### src/rtl/cnn_result_tx_if.sv
// Result-word write port and UART byte handshake of the CNN result packet framer.
interface cnn_result_tx_if #(
  parameter int unsigned WORD_W = 16
) ();
  logic              wr_vld;
  logic [WORD_W-1:0] wr_data;
  logic              wr_rdy;
  logic              send;
  logic              busy;
  logic              pkt_done;
  logic              trmt;
  logic [7:0]        tx_data;
  logic              tx_done;

  // Master: classifier side plus the UART transmitter.
  modport master (
    output wr_vld, wr_data, send, tx_done,
    input  wr_rdy, busy, pkt_done, trmt, tx_data
  );

  // Slave: the framer itself.
  modport slave (
    input  wr_vld, wr_data, send, tx_done,
    output wr_rdy, busy, pkt_done, trmt, tx_data
  );
endinterface

### src/rtl/cnn_result_tx.sv
// Buffers CNN result words and frames them to the UART as [HDR][LEN][payload][CHK].
// Optional feature macro RESULT_TX_CHKSUM_EN: when undefined, no CHK byte is sent.
module cnn_result_tx #(
  parameter int unsigned WORD_W   = 16,
  parameter int unsigned DEPTH    = 16,
  parameter logic [7:0]  HDR_BYTE = 8'hA5
) (
  input  logic           clk,
  input  logic           rst_n,
  input  logic           clr,
  cnn_result_tx_if.slave bus
);

  localparam int unsigned BYTES = WORD_W / 8;
  localparam int unsigned AW    = (DEPTH > 1) ? $clog2(DEPTH) : 1;
  localparam int unsigned CW    = $clog2(DEPTH + 1);
  localparam int unsigned BW    = (BYTES > 1) ? $clog2(BYTES) : 1;

  // Each byte state covers its issue cycle (trmt_q high) and the wait for tx_done.
  typedef enum logic [2:0] {
    S_IDLE,
    S_HDR,
    S_LEN,
    S_DATA
`ifdef RESULT_TX_CHKSUM_EN
    , S_CHK
`endif
  } state_e;

  state_e            state_q, state_d;
  logic [WORD_W-1:0] mem_q [DEPTH];
  logic [AW-1:0]     wr_ptr_q, wr_ptr_d;
  logic [AW-1:0]     rd_ptr_q, rd_ptr_d;
  logic [CW-1:0]     count_q, count_d;
  logic [CW-1:0]     words_q, words_d;
  logic [BW-1:0]     bytes_q, bytes_d;
  logic [WORD_W-1:0] shift_q, shift_d;
  logic [7:0]        tx_data_q, tx_data_d;
  logic              trmt_q, trmt_d;
  logic              busy_q, busy_d;
  logic              pkt_done_q, pkt_done_d;
  logic              wr_rdy_q, wr_rdy_d;
`ifdef RESULT_TX_CHKSUM_EN
  logic [7:0]        chk_q, chk_d;
`endif

  logic              push_c;
  logic              pop_c;
  logic              adv_c;
  logic              start_c;
  logic [7:0]        len_c;
  logic [WORD_W-1:0] head_c;

  assign push_c  = bus.wr_vld & wr_rdy_q;
  // tx_done during the trmt cycle may still be high from the previous frame.
  assign adv_c   = bus.tx_done & ~trmt_q;
  assign start_c = bus.send & (count_q != '0);
  assign len_c   = 8'(words_q * BYTES);
  assign head_c  = mem_q[rd_ptr_q];

  // State register
  always_ff @(posedge clk or negedge rst_n) begin
    if (!rst_n) begin
      state_q <= S_IDLE;
    end else begin
      state_q <= state_d;
    end
  end

  // Next-state logic
  always_comb begin
    state_d = state_q;
    case (state_q)
      S_IDLE: if (start_c) state_d = S_HDR;
      S_HDR:  if (adv_c)   state_d = S_LEN;
      S_LEN:  if (adv_c)   state_d = S_DATA;
      S_DATA: begin
        if (adv_c && (bytes_q == '0) && (words_q == '0)) begin
`ifdef RESULT_TX_CHKSUM_EN
          state_d = S_CHK;
`else
          state_d = S_IDLE;
`endif
        end
      end
`ifdef RESULT_TX_CHKSUM_EN
      S_CHK:  if (adv_c)   state_d = S_IDLE;
`endif
      default: state_d = S_IDLE;
    endcase
    if (clr) state_d = S_IDLE;
  end

  // Output and datapath logic
  always_comb begin
    wr_ptr_d   = wr_ptr_q;
    rd_ptr_d   = rd_ptr_q;
    words_d    = words_q;
    bytes_d    = bytes_q;
    shift_d    = shift_q;
    tx_data_d  = tx_data_q;
    trmt_d     = 1'b0;
    pkt_done_d = 1'b0;
    pop_c      = 1'b0;
`ifdef RESULT_TX_CHKSUM_EN
    chk_d      = chk_q;
`endif

    case (state_q)
      S_IDLE: begin
        if (start_c) begin
          trmt_d    = 1'b1;
          tx_data_d = HDR_BYTE;
          words_d   = count_q;
`ifdef RESULT_TX_CHKSUM_EN
          chk_d     = 8'h00;
`endif
        end
      end
      S_HDR: begin
        if (adv_c) begin
          trmt_d    = 1'b1;
          tx_data_d = len_c;
        end
      end
      S_LEN: begin
        if (adv_c) pop_c = 1'b1;
      end
      S_DATA: begin
        if (adv_c) begin
          if (bytes_q != '0) begin
            trmt_d    = 1'b1;
            tx_data_d = shift_q[WORD_W-1 -: 8];
            shift_d   = shift_q << 8;
            bytes_d   = bytes_q - BW'(1);
          end else if (words_q != '0) begin
            pop_c = 1'b1;
          end else begin
`ifdef RESULT_TX_CHKSUM_EN
            trmt_d    = 1'b1;
            tx_data_d = chk_q;
`else
            pkt_done_d = 1'b1;
`endif
          end
        end
      end
`ifdef RESULT_TX_CHKSUM_EN
      S_CHK: begin
        if (adv_c) pkt_done_d = 1'b1;
      end
`endif
      default: ;
    endcase

    // Start of a new word: pop it and send its top byte, keep the rest in the shifter.
    if (pop_c) begin
      trmt_d    = 1'b1;
      tx_data_d = head_c[WORD_W-1 -: 8];
      shift_d   = head_c << 8;
      bytes_d   = BW'(BYTES - 1);
      words_d   = words_q - CW'(1);
      rd_ptr_d  = rd_ptr_q + AW'(1);
    end

`ifdef RESULT_TX_CHKSUM_EN
    // LEN and payload bytes are summed as they are issued; HDR and CHK are not.
    if (trmt_d && (state_q != S_IDLE) && (state_d != S_CHK)) chk_d = chk_q + tx_data_d;
`endif

    if (push_c) wr_ptr_d = wr_ptr_q + AW'(1);
    count_d  = count_q + CW'(push_c) - CW'(pop_c);
    busy_d   = (state_d != S_IDLE);
    wr_rdy_d = (count_d != CW'(DEPTH));

    if (clr) begin
      wr_ptr_d   = '0;
      rd_ptr_d   = '0;
      count_d    = '0;
      words_d    = '0;
      bytes_d    = '0;
      shift_d    = '0;
      tx_data_d  = 8'h00;
      trmt_d     = 1'b0;
      pkt_done_d = 1'b0;
      busy_d     = 1'b0;
      wr_rdy_d   = 1'b1;
`ifdef RESULT_TX_CHKSUM_EN
      chk_d      = 8'h00;
`endif
    end
  end

  always_ff @(posedge clk or negedge rst_n) begin
    if (!rst_n) begin
      wr_ptr_q   <= '0;
      rd_ptr_q   <= '0;
      count_q    <= '0;
      words_q    <= '0;
      bytes_q    <= '0;
      shift_q    <= '0;
      tx_data_q  <= 8'h00;
      trmt_q     <= 1'b0;
      busy_q     <= 1'b0;
      pkt_done_q <= 1'b0;
      wr_rdy_q   <= 1'b1;
`ifdef RESULT_TX_CHKSUM_EN
      chk_q      <= 8'h00;
`endif
    end else begin
      wr_ptr_q   <= wr_ptr_d;
      rd_ptr_q   <= rd_ptr_d;
      count_q    <= count_d;
      words_q    <= words_d;
      bytes_q    <= bytes_d;
      shift_q    <= shift_d;
      tx_data_q  <= tx_data_d;
      trmt_q     <= trmt_d;
      busy_q     <= busy_d;
      pkt_done_q <= pkt_done_d;
      wr_rdy_q   <= wr_rdy_d;
`ifdef RESULT_TX_CHKSUM_EN
      chk_q      <= chk_d;
`endif
    end
  end

  // Word storage; contents need no reset since occupancy gates every read.
  always_ff @(posedge clk) begin
    if (push_c) mem_q[wr_ptr_q] <= bus.wr_data;
  end

  assign bus.wr_rdy   = wr_rdy_q;
  assign bus.busy     = busy_q;
  assign bus.pkt_done = pkt_done_q;
  assign bus.trmt     = trmt_q;
  assign bus.tx_data  = tx_data_q;

endmodule
### src/flat_wrapper.sv
// flat-port wrapper written by rule: the top's interface ports become plain ports
module cnn_result_tx_flat 
#(
  parameter int unsigned WORD_W   = 16,
  parameter int unsigned DEPTH    = 16,
  parameter logic [7:0]  HDR_BYTE = 8'hA5
)
  (clk, rst_n, clr, bus_wr_vld, bus_wr_data, bus_send, bus_tx_done, bus_wr_rdy, bus_busy, bus_pkt_done, bus_trmt, bus_tx_data);
  cnn_result_tx_if #(.WORD_W(WORD_W)) bus_i ();
  input  logic clk;
  input  logic rst_n;
  input  logic clr;
  input wire logic [$bits(bus_i.wr_vld)-1:0] bus_wr_vld;
  input wire logic [$bits(bus_i.wr_data)-1:0] bus_wr_data;
  input wire logic [$bits(bus_i.send)-1:0] bus_send;
  input wire logic [$bits(bus_i.tx_done)-1:0] bus_tx_done;
  output wire logic [$bits(bus_i.wr_rdy)-1:0] bus_wr_rdy;
  output wire logic [$bits(bus_i.busy)-1:0] bus_busy;
  output wire logic [$bits(bus_i.pkt_done)-1:0] bus_pkt_done;
  output wire logic [$bits(bus_i.trmt)-1:0] bus_trmt;
  output wire logic [$bits(bus_i.tx_data)-1:0] bus_tx_data;
  assign bus_i.wr_vld = bus_wr_vld;
  assign bus_i.wr_data = bus_wr_data;
  assign bus_i.send = bus_send;
  assign bus_i.tx_done = bus_tx_done;
  assign bus_wr_rdy = bus_i.wr_rdy;
  assign bus_busy = bus_i.busy;
  assign bus_pkt_done = bus_i.pkt_done;
  assign bus_trmt = bus_i.trmt;
  assign bus_tx_data = bus_i.tx_data;
  cnn_result_tx #(.WORD_W(WORD_W), .DEPTH(DEPTH), .HDR_BYTE(HDR_BYTE)) u_core (.clk(clk), .rst_n(rst_n), .clr(clr), .bus(bus_i));
endmodule
### config.mk
export PLATFORM = sky130hd
export DESIGN_NAME = cnn_result_tx_flat
export DESIGN_NICKNAME = d
export VERILOG_FILES = /design/src/rtl/cnn_result_tx_if.sv /design/src/rtl/cnn_result_tx.sv /design/src/flat_wrapper.sv
export SDC_FILE = /design/constraint.sdc
export NUM_CORES = 1
export LEC_CHECK = 0
export CAP_MARGIN = 30
export CORE_MARGIN = 2
export CORE_UTILIZATION = 57
export DETAILED_ROUTE_END_ITERATION = 10
export DONT_BUFFER_PORTS = 1
export HOLD_SLACK_MARGIN = 0.1
export PLACE_DENSITY = 0.75
export SLEW_MARGIN = 40
export SYNTH_ARGS = -nofsm -noshare
export SYNTH_HDL_FRONTEND = slang
export SYNTH_SLANG_ARGS = --single-unit
### constraint.sdc
create_clock -name clk -period 3.25 [get_ports clk]
set_input_delay 0.8125 -clock clk [delete_from_list [all_inputs] [get_ports clk]]
set_output_delay 0.8125 -clock clk [all_outputs]
set_load 0.005 [all_outputs]
* After elaboration in Yosys (flattened, before gate mapping)
Memories as Yosys holds them, arrays and structs flattened.
Cells that the tools add are included.
** Cells by class
- Bitwise operators :: 5
- Divide/modulo/power cells :: 0
- $mul :: 0
- Reduce and logical (&&, ||, !) cells :: 19
- $add $sub $neg :: 6
- Equal/unequal tests :: 8
- Multiplexer cells :: 52
- Shift operators :: 0
- Magnitude comparators :: 0
** Operators by type and width (count)
- $mux 16 :: 5
- $mux 8 :: 6
- $mux 5 :: 5
- $pmux 8 s3 :: 1
- $mux 1 :: 23
- $reduce_bool 3->1 :: 6
- $mux 4 :: 4
- $ne 4x2->1 const B :: 4
- $mux 3 :: 5
- $reduce_bool 5->1 :: 3
- $pmux 3 s4 :: 1
- $add 4x1->4 const B :: 2
- $eq 3x2->1 const B :: 2
- $add 5x1->5 :: 1
- $logic_not 5->1 :: 1
- $ne 5x5->1 const B :: 1
- $reduce_and 5->1 :: 1
- $sub 5x1->5 :: 1
- $sub 5x1->5 const B :: 1
- $reduce_and 2->1 :: 2
- $reduce_bool 2->1 :: 2
- $and 1x1->1 :: 3
- $eq 3x1->1 const B :: 1
- $logic_not 3->1 :: 1
- other kinds (6) :: 8
** Storage, ports and cells
- Bits in writable memories :: 256
- ROM bits :: 0
- Memories :: 1
- Word-level logic and storage cells :: 103
- Bits of input ports :: 22
- Latch bits :: 0
- Register bits after elaboration :: 50
- Output and inout port bits :: 12
** Memories
- u_core.mem_q :: words 16, bits a word 16, read ports 1, clocked after memory_dff 0, write ports 1, line cnn_result_tx.sv:31 : logic [WORD_W-1:0] mem_q [DEPTH];

* Depth between registers and ports, before layout
Gate-level depths: netlist (run 1).
- Depth in word-level cells :: 9
- Mapped depth :: 16
- Gate-level depth less buffers :: 15

* Worst setup path before layout (run 1)
No wires, ideal clock.
- Path type :: reg-to-reg
- From :: register u_core.words_q[0]
- To :: register u_core.wr_rdy_q (netlist: u_core.bus.wr_rdy)
- Path slack :: -0.178 ns
- Arrival :: 3.335 ns
- Cell stages (with the launch flop) :: 17
- Clock period less this slack :: 3.428 ns
- Library setup time :: 0.092 ns
- Required time :: 3.158 ns
- Cell sequence :: dfrtp_1 > inv_1 > ha_1 > or4b_4 > a21o_1 > nand2_4 > inv_4 > buf_2 > ha_1 > inv_1 > ha_1 > fa_1 > a21oi_1 > nor2_1 > or3_1 > a21oi_1 > nand4_1
** On the way
- Word-level cells in the longest chain between the ends :: 8
** Ends and longest elaborated chain
- start, declared :: line cnn_result_tx.sv:35 : logic [CW-1:0] words_q, words_d;
- start signal, assigned :: line cnn_result_tx.sv:214 : words_q <= words_d;
- $reduce_bool 5->1 :: line cnn_result_tx.sv:136 : end else if (words_q != '0) begin
- $mux 1 :: line cnn_result_tx.sv:136
- $mux 1 :: line cnn_result_tx.sv:131 : if (bytes_q != '0) begin
- $mux 1 :: line cnn_result_tx.sv:130 : if (adv_c) begin
- $pmux 1 s2 :: line cnn_result_tx.sv:109 : case (state_q)
- $sub 5x1->5 :: line cnn_result_tx.sv:172 : count_d = count_q + CW'(push_c) - CW'(pop_c);
- $ne 5x5->1 :: line cnn_result_tx.sv:174 : wr_rdy_d = (count_d != CW'(DEPTH));
- $mux 1 :: line cnn_result_tx.sv:176 : if (clr) begin
- via u_core.wr_rdy_d :: line cnn_result_tx.sv:42 : logic wr_rdy_q, wr_rdy_d;
- end signal, assigned :: line cnn_result_tx.sv:221 : wr_rdy_q <= wr_rdy_d;
- end, declared :: line cnn_result_tx.sv:42
The timed path passes the listed nets, and every way through them passes these cells.
A chain may end at the register's enable or synchronous reset.

* Worst setup path in the final report (run 1)
- From :: register u_core.words_q[1]
- To :: register u_core.wr_rdy_q (netlist: u_core.bus.wr_rdy)
The elaborated chain is that of the path after synthesis.

==> run_results.csv, run 1 <==
group,metric,value,unit
outcome,outcome,"finished clean",
pwr,cellPowerDensity,640,mW/mm^2
detailed_routing,ant_nets,0,
layout,antenna_cells,0,
logic_synthesis,synth_ff_type,"edfxtp_1",
layout,nets,722,
flow_run,maxCapViolations,0,
detailed_routing,dr_total_vias,6257,
clocking,clk_pin_slew_worst_paths,0.07,ns
sta,fin_setup_tns,0,ns
detailed_routing,dr.pass1.iters,5,
detailed_routing,wire_per_inst,25.9,um
sta,timing.final.crit_share,0.994,
logic_synthesis,synth_area_per_cell,18.6,um^2
sta,post-route-min-period,3.23,ns
floorplan,dieArea,0.0222,mm^2
worst_setup_path,setup.worst_path.start_class,"register",
worst_setup_path,worstPathRequired,3.72,ns
placement,place_congestion,0.962,
detailed_routing,drcViolationCount,0,
worst_setup_path,crit_fanout,4,
placement,port_buffers,0,
floorplan,fp-row-count,52,
global_route,grt_antenna_before_repair,0,
pwr,cellLeakagePower,4.57,nW
clocking,clk_path_buf_depth,3,
floorplan,dieHeight,149,um
sta,skew,0.0182,ns
sta,max_clock_freq,0.310,GHz
detailed_routing,wirelength,25400,um
clocking,clk_latency,0.56,ns
pwr,ir_worst_vdd,380,uV
logic_synthesis,synth_edf_count,256,
logic_synthesis,yosysWarnings,0,
logic_synthesis,syn-num-nets,678,
sta,hold_viol,0,
hold_path,hold_path_class,"in2reg",
sta,tightest_slew,0.688,ns
detailed_routing,viasPerCell,6.38,
clocking,h-tree-depth,1,
sta,timing.slew.headroom,0.540,
global_route,grt_pass1_vias,6353,
logic_synthesis,synthArstFlopShare,0.141,
clocking,cts_tree,"done",
logic_synthesis,synth-seq-cells,298,
floorplan,floorplan.initialDensity,0.585,
floorplan,dieWidth,149,um
global_route,grt_max_degree,47,
worst_setup_path,crit_type,"reg2reg",
clocking,cts_sinks,298,
clocking,clockRootBuffer,"clkbuf_16",
logic_synthesis,yosysSeqAreaShare,0.731,
placement,post_dp_cell_area,0.0124,mm^2
worst_setup_path,arrival,3.70,ns
global_route,globalRouteTotalUtil,0.238,
sta,rsz0062_at_grt,"true",
layout,final_cell_area,0.0136,mm^2
placement,place_inst,913,
clocking,cts_buffers,30,
worst_setup_path,end_kind,"register",
global_route,grt-ovfl-total,0,
logic_synthesis,syn-cell-area,0.0120,mm^2
layout,final_cells,980,
logic_synthesis,netlist_instances,642,
placement,hpwl,14100,um
layout,drive_gt1_frac,0.238,
layout,synthToLayoutAreaGrowth,14.1,%
sta,setup_viol,0,
logic_synthesis,synth_cell_type_count,55,
detailed_routing,drtIter0Drc,569,
floorplan,io_pins,34,
sta,maxSlewViolCount,0,
global_route,grt_pass1_wl,38500,um
floorplan,core_area,0.0204,mm^2
==> layer usage <==
layer  up-vias  track usage  routed length, um
met1      3216        0.349              10500
li1       2687            -                  -
met5         -            0                  0
met4         0       0.0762                721
met2       302        0.370              12000
met3        52       0.0437               2250
==> critical path: stages (launching register included) <==
cell and delay, ns:
dfrtp_1 0.41, inv_2 0.11, ha_4 0.13, or4b_4 0.48, a21o_1 0.22, nand2_4 0.09
inv_4 0.04, ha_4 0.25, inv_2 0.03, ha_4 0.15, fa_2 0.37, a21oi_2 0.14
nor2_1 0.06, or3_1 0.39, a21oi_2 0.16, nand4_1 0.12
==> placed cells by master, fill, tap and decap left out, drive strengths merged, types with 16 or more instances in the layout <==
master  synthesis  final
a21oi          16     16
a22oi          27     27
buf            12     40
clkbuf         17     36
dfrtp          41     41
edfxtp        256    256
inv            17     18
mux4           64     64
nand2          35     35
nor2           18     18
==> state kept, by name (all words and copies together), names as in the netlist <==
signal               count
u_core.mem_q           256
u_core.count_q           5
u_core.shift_q           8
u_core.rd_ptr_q          4
u_core.state_q           3
u_core.bus.tx_data       8
u_core.bus.busy          1
u_core.words_q           5
u_core.bus.trmt          1
u_core.bus.pkt_done      1
u_core.bytes_q           1
u_core.wr_ptr_q          4
u_core.bus.wr_rdy        1
==> per-stage QoR <==
step                 util  power, mW  hold slack [ns]  setup WS [ns]
finish              0.668       8.74            0.319         0.0202
global route        0.668       9.01            0.307         -0.128
CTS                 0.662       8.70            0.299         0.0298
detailed placement  0.609       5.08            0.495         0.0433
global placement    0.609       5.04            0.496          0.143
floorplan               -       4.87            0.466        0.00356
==> path summary, 6_finish.rpt <==
kind | startpoint | end | slack [ns] | cells past startpoint
setup / recovery | u_core.words_q[1] | u_core.bus.wr_rdy | 0.02 | 15
setup reg to reg | u_core.words_q[1] | u_core.bus.wr_rdy | 0.02 | 15
min in group asynchronous | rst_n | u_core.words_q[4] | 0.72 | 2
hold reg to reg | u_core.shift_q[15] | u_core.shift_q[15] | 0.51 | 1
max in group asynchronous | rst_n | u_core.bus.wr_rdy | 2.27 | 2
hold / removal | clr | u_core.wr_ptr_q[1] | 0.32 | 1
==> kinds of logic after synthesis <==
logic type / after synthesis / share of synthesized area
XOR/XNOR: 9 / 0.00659
multiplexers: 69 / 0.125
AO/OA/AOI/OAI: 86 / 0.0539
adder cells (fa/ha/maj): 14 / 0.0153
other: 1 / 0.000314
buffers and inverters: 46 / 0.0158
flip-flops: 298 / 0.731
AND/OR/NAND/NOR: 119 / 0.0527
==> cells in the mapped netlist (all sizes together), types with 4 or more instances <==
library cell	n	area, um^2
nor2b	7	43.8
o21ai	7	35.0
nor2	18	67.6
nor3	7	35.0
ha	13	163
nand2b	5	31.3
a22oi	27	203
mux2i	5	50.1
a22o	13	114
dfrtp	41	1030
xor2	4	35.0
a211oi	4	30.0
a21oi	16	80.1
clkbuf	17	63.8
buf	12	58.8
and3	5	31.3
and2	13	81.3
nand3	10	50.1
or4	4	30.0
mux4	64	1440
nor4b	4	35.0
nand2	35	139
edfxtp	256	7690
inv	17	66.3
xnor2	5	43.8
==> area by class of cell <==
cell class	instances	area [um^2]
sequential	298	8740
fill	1334	6780
multi-input combinational	298	3090
clock buffer	36	795
timing repair buffer	41	348
tap	270	338
clock inverter	20	260
inverter	17	66.3
==> power by group <==
group          switching (mW)  internal, mW
Combinational           0.404         0.303
Clock                    1.42          2.22
Sequential             0.0746          4.31
==> what timing repair did <==
item,4_1_cts,5_1_grt
setup buffers,0,9
endpoints found under the hold margin,42,0
endpoints found under the setup margin,0,2
hold buffers,2,0
gates resized for setup,0,5
Note: power is estimated with default switching activity, not from simulation.
==> run 2: changes to the inputs <==
--- a/config.mk
+++ b/config.mk
@@ -12,7 +12,6 @@
 export DONT_BUFFER_PORTS = 1
 export HOLD_SLACK_MARGIN = 0.1
 export PLACE_DENSITY = 0.75
-export SLEW_MARGIN = 40
 export SYNTH_ARGS = -nofsm -noshare
 export SYNTH_HDL_FRONTEND = slang
 export SYNTH_SLANG_ARGS = --single-unit
==> run 2 against run 1 <==
Die area unchanged. Routed wire length about the same. Critical path depth unchanged. Non-clock buffer count unchanged. Sequential cell count unchanged. Sequential share of layout area about the same. Critical endpoint unchanged. Largest power group unchanged. Highest routed layer unchanged.
==> run_results.csv, run 2 (same netlist as run 1, synthesis figures left out) <==
group,metric,value,unit
outcome,outcome,"finished clean",
placement,hpwl,14100,um
worst_setup_path,cpMostUsedCell,"ha_4",
worst_setup_path,arrival,3.69,ns
hold_path,holdCritStartpoint,"clr",
sta,post-route-min-period,3.23,ns
clocking,clk_latency,0.56,ns
placement,place_congestion,0.962,
floorplan,dieArea,0.0222,mm^2
sta,setup_viol,0,
worst_setup_path,cpLargestDelayFamily,"simple AND/OR/NAND/NOR gates",
global_route,grt_antenna_before_repair,0,
layout,nets,722,
layout,n_fill_cell,1335,
worst_setup_path,crit_type,"reg2reg",
detailed_routing,viasPerCell,6.37,
sta,timing.slew.headroom,0.421,
placement,post_dp_cell_area,0.0124,mm^2
worst_setup_path,crit_fanout,4,
detailed_routing,drtIter0Drc,577,
floorplan,dieHeight,149,um
worst_setup_path,worstPathCellList,"inv_2, ha_4, or4b_4, a21o_1, nand2_4, inv_4, ha_4, inv_2, ha_4, fa_2, a21oi_2, nor2_1, or3_1, a21oi_2, nand4_1",
layout,drive_gt1_frac,0.237,
layout,antenna_cells,0,
global_route,globalRouteTotalUtil,0.238,
global_route,grt_max_degree,47,
worst_setup_path,slowest_delay,0.48,ns
worst_setup_path,end_kind,"register",
pwr,cellPowerDensity,640,mW/mm^2
sta,rsz0062_at_grt,"true",
sta,hold_viol,0,
pwr,p_int,6.83,mW
hold_path,min_to,"u_core.wr_ptr_q[1]",
worst_setup_path,worstPathRequired,3.72,ns
worst_setup_path,r2r_slack,0.02,ns
worst_setup_path,cp-startpoint,"u_core.words_q[1]",
global_route,grt_pass1_wl,38500,um
global_route,grt-ovfl-total,0,
sta,tightest_slew,0.868,ns
clocking,cts_sinks,298,
hold_path,min_path_cells,1,
clocking,clockRootBuffer,"clkbuf_16",
layout,final_common_cell,"edfxtp_1",
pwr,power_switching,1.90,mW
layout,layout_common_cells,"edfxtp_1 (256), mux4_2 (64), dfrtp_1 (39)",
clocking,h-tree-depth,1,
floorplan,fp-row-count,52,
placement,place_inst,913,
pwr,ir_worst_vdd,379,uV
sta,fin_hold_ws,0.322,ns
detailed_routing,wire_per_inst,26.0,um
sta,skew,0.0157,ns
floorplan,dieWidth,149,um
pwr,swShare,0.217,
floorplan,io_pins,34,
sta,max_clock_freq,0.310,GHz
worst_setup_path,r2r_end,"u_core.bus.wr_rdy",
layout,top_register,"u_core.mem_q",
clocking,cts_tree,"done",
worst_setup_path,setup.worst_path.start_class,"register",
detailed_routing,dr.pass1.iters,4,
placement,port_buffers,0,
worst_setup_path,rr_startpoint,"u_core.words_q[1]",
pwr,seqPwrFrac,0.503,
layout,largest_reg_flops,256,
layout,synthToLayoutAreaGrowth,14.0,%
layout,final_cell_area,0.0136,mm^2
detailed_routing,dr_total_vias,6245,
global_route,grt_pass1_vias,6353,
clocking,clk_pin_slew_worst_paths,0.07,ns
worst_setup_path,path_depth,15,
worst_setup_path,r2r_cells,15,
worst_setup_path,worst-path-buf-inv,3,
clocking,cts_buffers,30,
detailed_routing,drcViolationCount,0,
layout,utilization,0.667,
clocking,clk_path_buf_depth,3,
floorplan,core_area,0.0204,mm^2
floorplan,floorplan.initialDensity,0.585,
pwr,cellLeakagePower,4.57,nW
pwr,clkPwrFrac,0.417,
sta,maxSlewViolCount,0,
detailed_routing,ant_nets,0,
detailed_routing,wirelength,25400,um
pwr,power_frac_comb,0.080,
layout,final_cells,980,
sta,timing.final.crit_share,0.994,
worst_setup_path,crit_path_top_delay_cell,"or4b_4",
flow_run,maxCapViolations,0,
hold_path,hold_path_class,"in2reg",
## run 2: per-stage QoR
| step | power [mW] | setup slack (ns) | TNS [ns] |
|---|---|---|---|
| 6_report | 8.73 | 0.0209 | 0 |
| 5_1_grt | 9.00 | -0.128 | -0.218 |
| 4_1_cts | 8.70 | 0.0298 | 0 |
| 3_5_place_dp | 5.08 | 0.0433 | 0 |
| 3_3_place_gp | 5.04 | 0.143 | 0 |
| 2_1_floorplan | 4.87 | 0.00356 | 0 |
## run 2: layout make-up
type / count / area (um^2) / share of cell area
Sequential cell: 298 / 8740 / 0.641
Inverter: 17 / 66.3 / 0.00486
Tap cell: 270 / 338 / 0.0248
Multi-Input combinational cell: 298 / 3080 / 0.226
Clock inverter: 20 / 260 / 0.0191
Timing Repair Buffer: 41 / 348 / 0.0255
Clock buffer: 36 / 795 / 0.0583
## run 2: how the worst max path moves through the flow
stage,to,slack (ns)
global route,u_core.bus.wr_rdy,-0.13
finish,u_core.bus.wr_rdy,0.02
CTS,u_core.bus.wr_rdy,0.03
detailed placement,u_core.bus.wr_rdy,0.04
floorplan,u_core.bus.wr_rdy,0.004
global placement,u_core.bus.wr_rdy,0.14
## run 2: repair_timing
item	in CTS	in global routing
resized for setup	0	5
hold buffers	2	0
hold endpoints to repair	42	0
setup buffers	0	9
endpoints found under the setup margin	0	2
## run 2: power groups by stage
stage	registers (mW)	logic, mW	clock network (mW)
global route	4.40	0.765	3.83
detailed placement	4.47	0.617	0
CTS	4.39	0.633	3.68
global placement	4.46	0.584	0
finish	4.39	0.701	3.64
floorplan	4.44	0.434	0
## run 2: metal layers
layer,vias to the layer above,routed length [um],part of all wire,track usage
met5,-,0,0,0
met4,0,690,0.027,0.0762
met3,50,2130,0.084,0.0437
met2,287,12100,0.47,0.370
met1,3218,10500,0.41,0.349
li1,2690,-,-,-
==> run 3: changes to the inputs <==
--- a/config.mk
+++ b/config.mk
@@ -6,12 +6,15 @@
 export NUM_CORES = 1
 export LEC_CHECK = 0
 export CAP_MARGIN = 30
+export CELL_PAD_IN_SITES_DETAIL_PLACEMENT = 1
+export CELL_PAD_IN_SITES_GLOBAL_PLACEMENT = 1
 export CORE_MARGIN = 2
-export CORE_UTILIZATION = 57
+export CORE_UTILIZATION = 50
+export CTS_BUF_LIST = sky130_fd_sc_hd__clkbuf_16
 export DETAILED_ROUTE_END_ITERATION = 10
 export DONT_BUFFER_PORTS = 1
 export HOLD_SLACK_MARGIN = 0.1
-export PLACE_DENSITY = 0.75
+export PLACE_DENSITY_LB_ADDON = 0.1
 export SYNTH_ARGS = -nofsm -noshare
 export SYNTH_HDL_FRONTEND = slang
 export SYNTH_SLANG_ARGS = --single-unit
==> run 3 against run 2 <==
Setup slack worse by 0.0075 ns. Clock-buffer cell count fell by 5. Via count decreased by 0.66%. Global-route usage is 0.38 points lower. Clock power decreased by 9.9%. Sequential cell count is the same. Register-to-register slack about the same. Final cell count increased by 4.9%. Critical path depth unchanged. Critical path type unchanged.
==> run_results.csv, run 3 (same netlist as run 1, synthesis figures left out) <==
group,metric,value,unit
global_route,grt_pass1_wl,41700,um
sta,post-route-min-period,3.24,ns
detailed_routing,dr_total_vias,6204,
sta,rsz0062_at_grt,"true",
floorplan,io_pins,34,
placement,post_dp_cell_area,0.0125,mm^2
layout,final_common_cell,"edfxtp_1",
outcome,outcome,"finished clean",
floorplan,core_area,0.0235,mm^2
worst_setup_path,slowest_delay,0.48,ns
placement,hpwl,16400,um
sta,hold_viol,0,
detailed_routing,viasPerCell,6.04,
detailed_routing,wirelength,28500,um
pwr,power_frac_comb,0.080,
worst_setup_path,rr_startpoint,"u_core.words_q[1]",
global_route,grt_pass1_vias,6513,
layout,layout_common_cells,"edfxtp_1 (256), mux4_2 (64), buf_4 (40)",
layout,top_register,"u_core.mem_q",
layout,n_fill_cell,2038,
placement,place_congestion,0.792,
global_route,globalRouteTotalUtil,0.234,
hold_path,min_path_cells,1,
worst_setup_path,crit_type,"reg2reg",
pwr,clkPwrFrac,0.393,
pwr,cellLeakagePower,4.57,nW
worst_setup_path,worstPathRequired,3.72,ns
sta,max_clock_freq,0.309,GHz
floorplan,dieWidth,159,um
pwr,seqPwrFrac,0.527,
pwr,p_int,6.46,mW
detailed_routing,dr.pass1.iters,4,
layout,nets,726,
global_route,grt_max_degree,43,
pwr,power_switching,1.89,mW
worst_setup_path,setup.worst_path.start_class,"register",
clocking,cts_sinks,298,
worst_setup_path,crit_path_top_delay_cell,"or4b_4",
worst_setup_path,end_kind,"register",
pwr,swShare,0.226,
hold_path,hold_path_class,"in2reg",
sta,fin_setup_tns,0,ns
clocking,clk_path_buf_depth,3,
detailed_routing,wire_per_inst,27.7,um
worst_setup_path,r2r_end,"u_core.bus.wr_rdy",
clocking,clk_pin_slew_worst_paths,0.06,ns
clocking,cts_tree,"done",
sta,maxSlewViolCount,0,
flow_run,maxCapViolations,0,
clocking,h-tree-depth,1,
pwr,ir_worst_vdd,494,uV
clocking,clockRootBuffer,"clkbuf_16",
worst_setup_path,cpLargestDelayFamily,"simple AND/OR/NAND/NOR gates",
worst_setup_path,cpMostUsedCell,"ha_4",
floorplan,dieHeight,159,um
clocking,clk_latency,0.56,ns
global_route,grt-ovfl-total,0,
placement,port_buffers,0,
detailed_routing,drtIter0Drc,511,
worst_setup_path,arrival,3.71,ns
worst_setup_path,crit_fanout,4,
layout,drive_gt1_frac,0.228,
worst_setup_path,r2r_slack,0.01,ns
layout,largest_reg_flops,256,
sta,setup_viol,0,
layout,antenna_cells,0,
hold_path,min_to,"u_core.words_q[2]",
sta,timing.final.crit_share,0.996,
floorplan,dieArea,0.0252,mm^2
sta,skew,0.00846,ns
sta,timing.slew.headroom,0.375,
detailed_routing,drcViolationCount,0,
layout,final_cell_area,0.0136,mm^2
worst_setup_path,worstPathCellList,"inv_2, ha_4, or4b_4, a21o_1, nand2_4, inv_4, ha_4, inv_2, ha_4, fa_2, a21oi_2, nor2_1, or3_1, a21oi_2, nand4_1",
floorplan,floorplan.initialDensity,0.510,
layout,synthToLayoutAreaGrowth,13.7,%
worst_setup_path,r2r_cells,15,
sta,tightest_slew,0.938,ns
floorplan,fp-row-count,56,
global_route,grt_antenna_before_repair,0,
hold_path,holdCritStartpoint,"clr",
detailed_routing,ant_nets,0,
clocking,cts_buffers,31,
pwr,cellPowerDensity,614,mW/mm^2
worst_setup_path,worst-path-buf-inv,3,
run 3: worst reg2reg max path, cell delays in order (launching register included):
cell and delay, ns:
dfrtp_1 0.41, inv_2 0.11, ha_4 0.13, or4b_4 0.48, a21o_1 0.22, nand2_4 0.09, inv_4 0.04, ha_4 0.25
inv_2 0.04, ha_4 0.15, fa_2 0.36, a21oi_2 0.14, nor2_1 0.06, or3_1 0.38, a21oi_2 0.17, nand4_1 0.11
run 3: layout make-up:
class | instances | area, um^2 | area share
Sequential cell | 298 | 8740 | 0.643
Clock inverter | 21 | 150 | 0.0110
Multi-Input combinational cell | 298 | 3080 | 0.227
Timing Repair Buffer | 44 | 378 | 0.0278
Clock buffer | 31 | 776 | 0.0570
Tap cell | 319 | 399 | 0.0294
Inverter | 17 | 66.3 | 0.00488
run 3: how the worst max path moves through the flow:
stage | from | endpoint | slack (ns) | cells past startpoint
final | u_core.words_q[1] | u_core.bus.wr_rdy | 0.01 | 15
after global routing | u_core.words_q[1] | u_core.bus.wr_rdy | -0.14 | 15
after CTS | u_core.words_q[1] | u_core.bus.wr_rdy | 0.009 | 15
after detailed placement | u_core.words_q[1] | u_core.bus.wr_rdy | 0.01 | 15
after global placement | u_core.words_q[1] | u_core.bus.wr_rdy | 0.14 | 15
after floorplan | u_core.words_q[0] | u_core.bus.wr_rdy | 0.004 | 16
run 3: routing by layer:
metal  routed length, um  track usage  share of wire  up-vias
met5                   0            0              0        -
met4                 675       0.0622          0.024        0
met3                1400       0.0359          0.049       46
met2               14000        0.387           0.49      163
met1               12400        0.329           0.43     3317
li1                    -            -              -     2678
run 3: per-stage QoR:
step | hold WS [ns] | total power, mW | std cells | setup WS [ns] | util
global placement | 0.492 | 5.06 | 962 | 0.138 | 0.533
detailed placement | 0.500 | 5.10 | 962 | 0.0132 | 0.533
CTS | 0.293 | 8.38 | 1016 | 0.00920 | 0.574
floorplan | 0.466 | 4.87 | 642 | 0.00356 | -
finish | 0.312 | 8.35 | 1028 | 0.0134 | 0.579
global route | 0.288 | 8.61 | 1028 | -0.144 | 0.579
run 3: power groups by stage:
| stage | logic [mW] | registers, mW | clock network [mW] |
|---|---|---|---|
| 2_1_floorplan | 0.434 | 4.44 | 0 |
| 3_3_place_gp | 0.598 | 4.46 | 0 |
| 3_5_place_dp | 0.622 | 4.48 | 0 |
| 4_1_cts | 0.642 | 4.40 | 3.34 |
| 5_1_grt | 0.737 | 4.41 | 3.46 |
| 6_report | 0.669 | 4.40 | 3.28 |
run 3: repair_timing:
item | in CTS | in global routing
hold buffers | 2 | 0
hold endpoints to repair | 42 | 0
gates resized for setup | 0 | 5
endpoints found under the setup margin | 0 | 2
setup buffers | 0 | 11
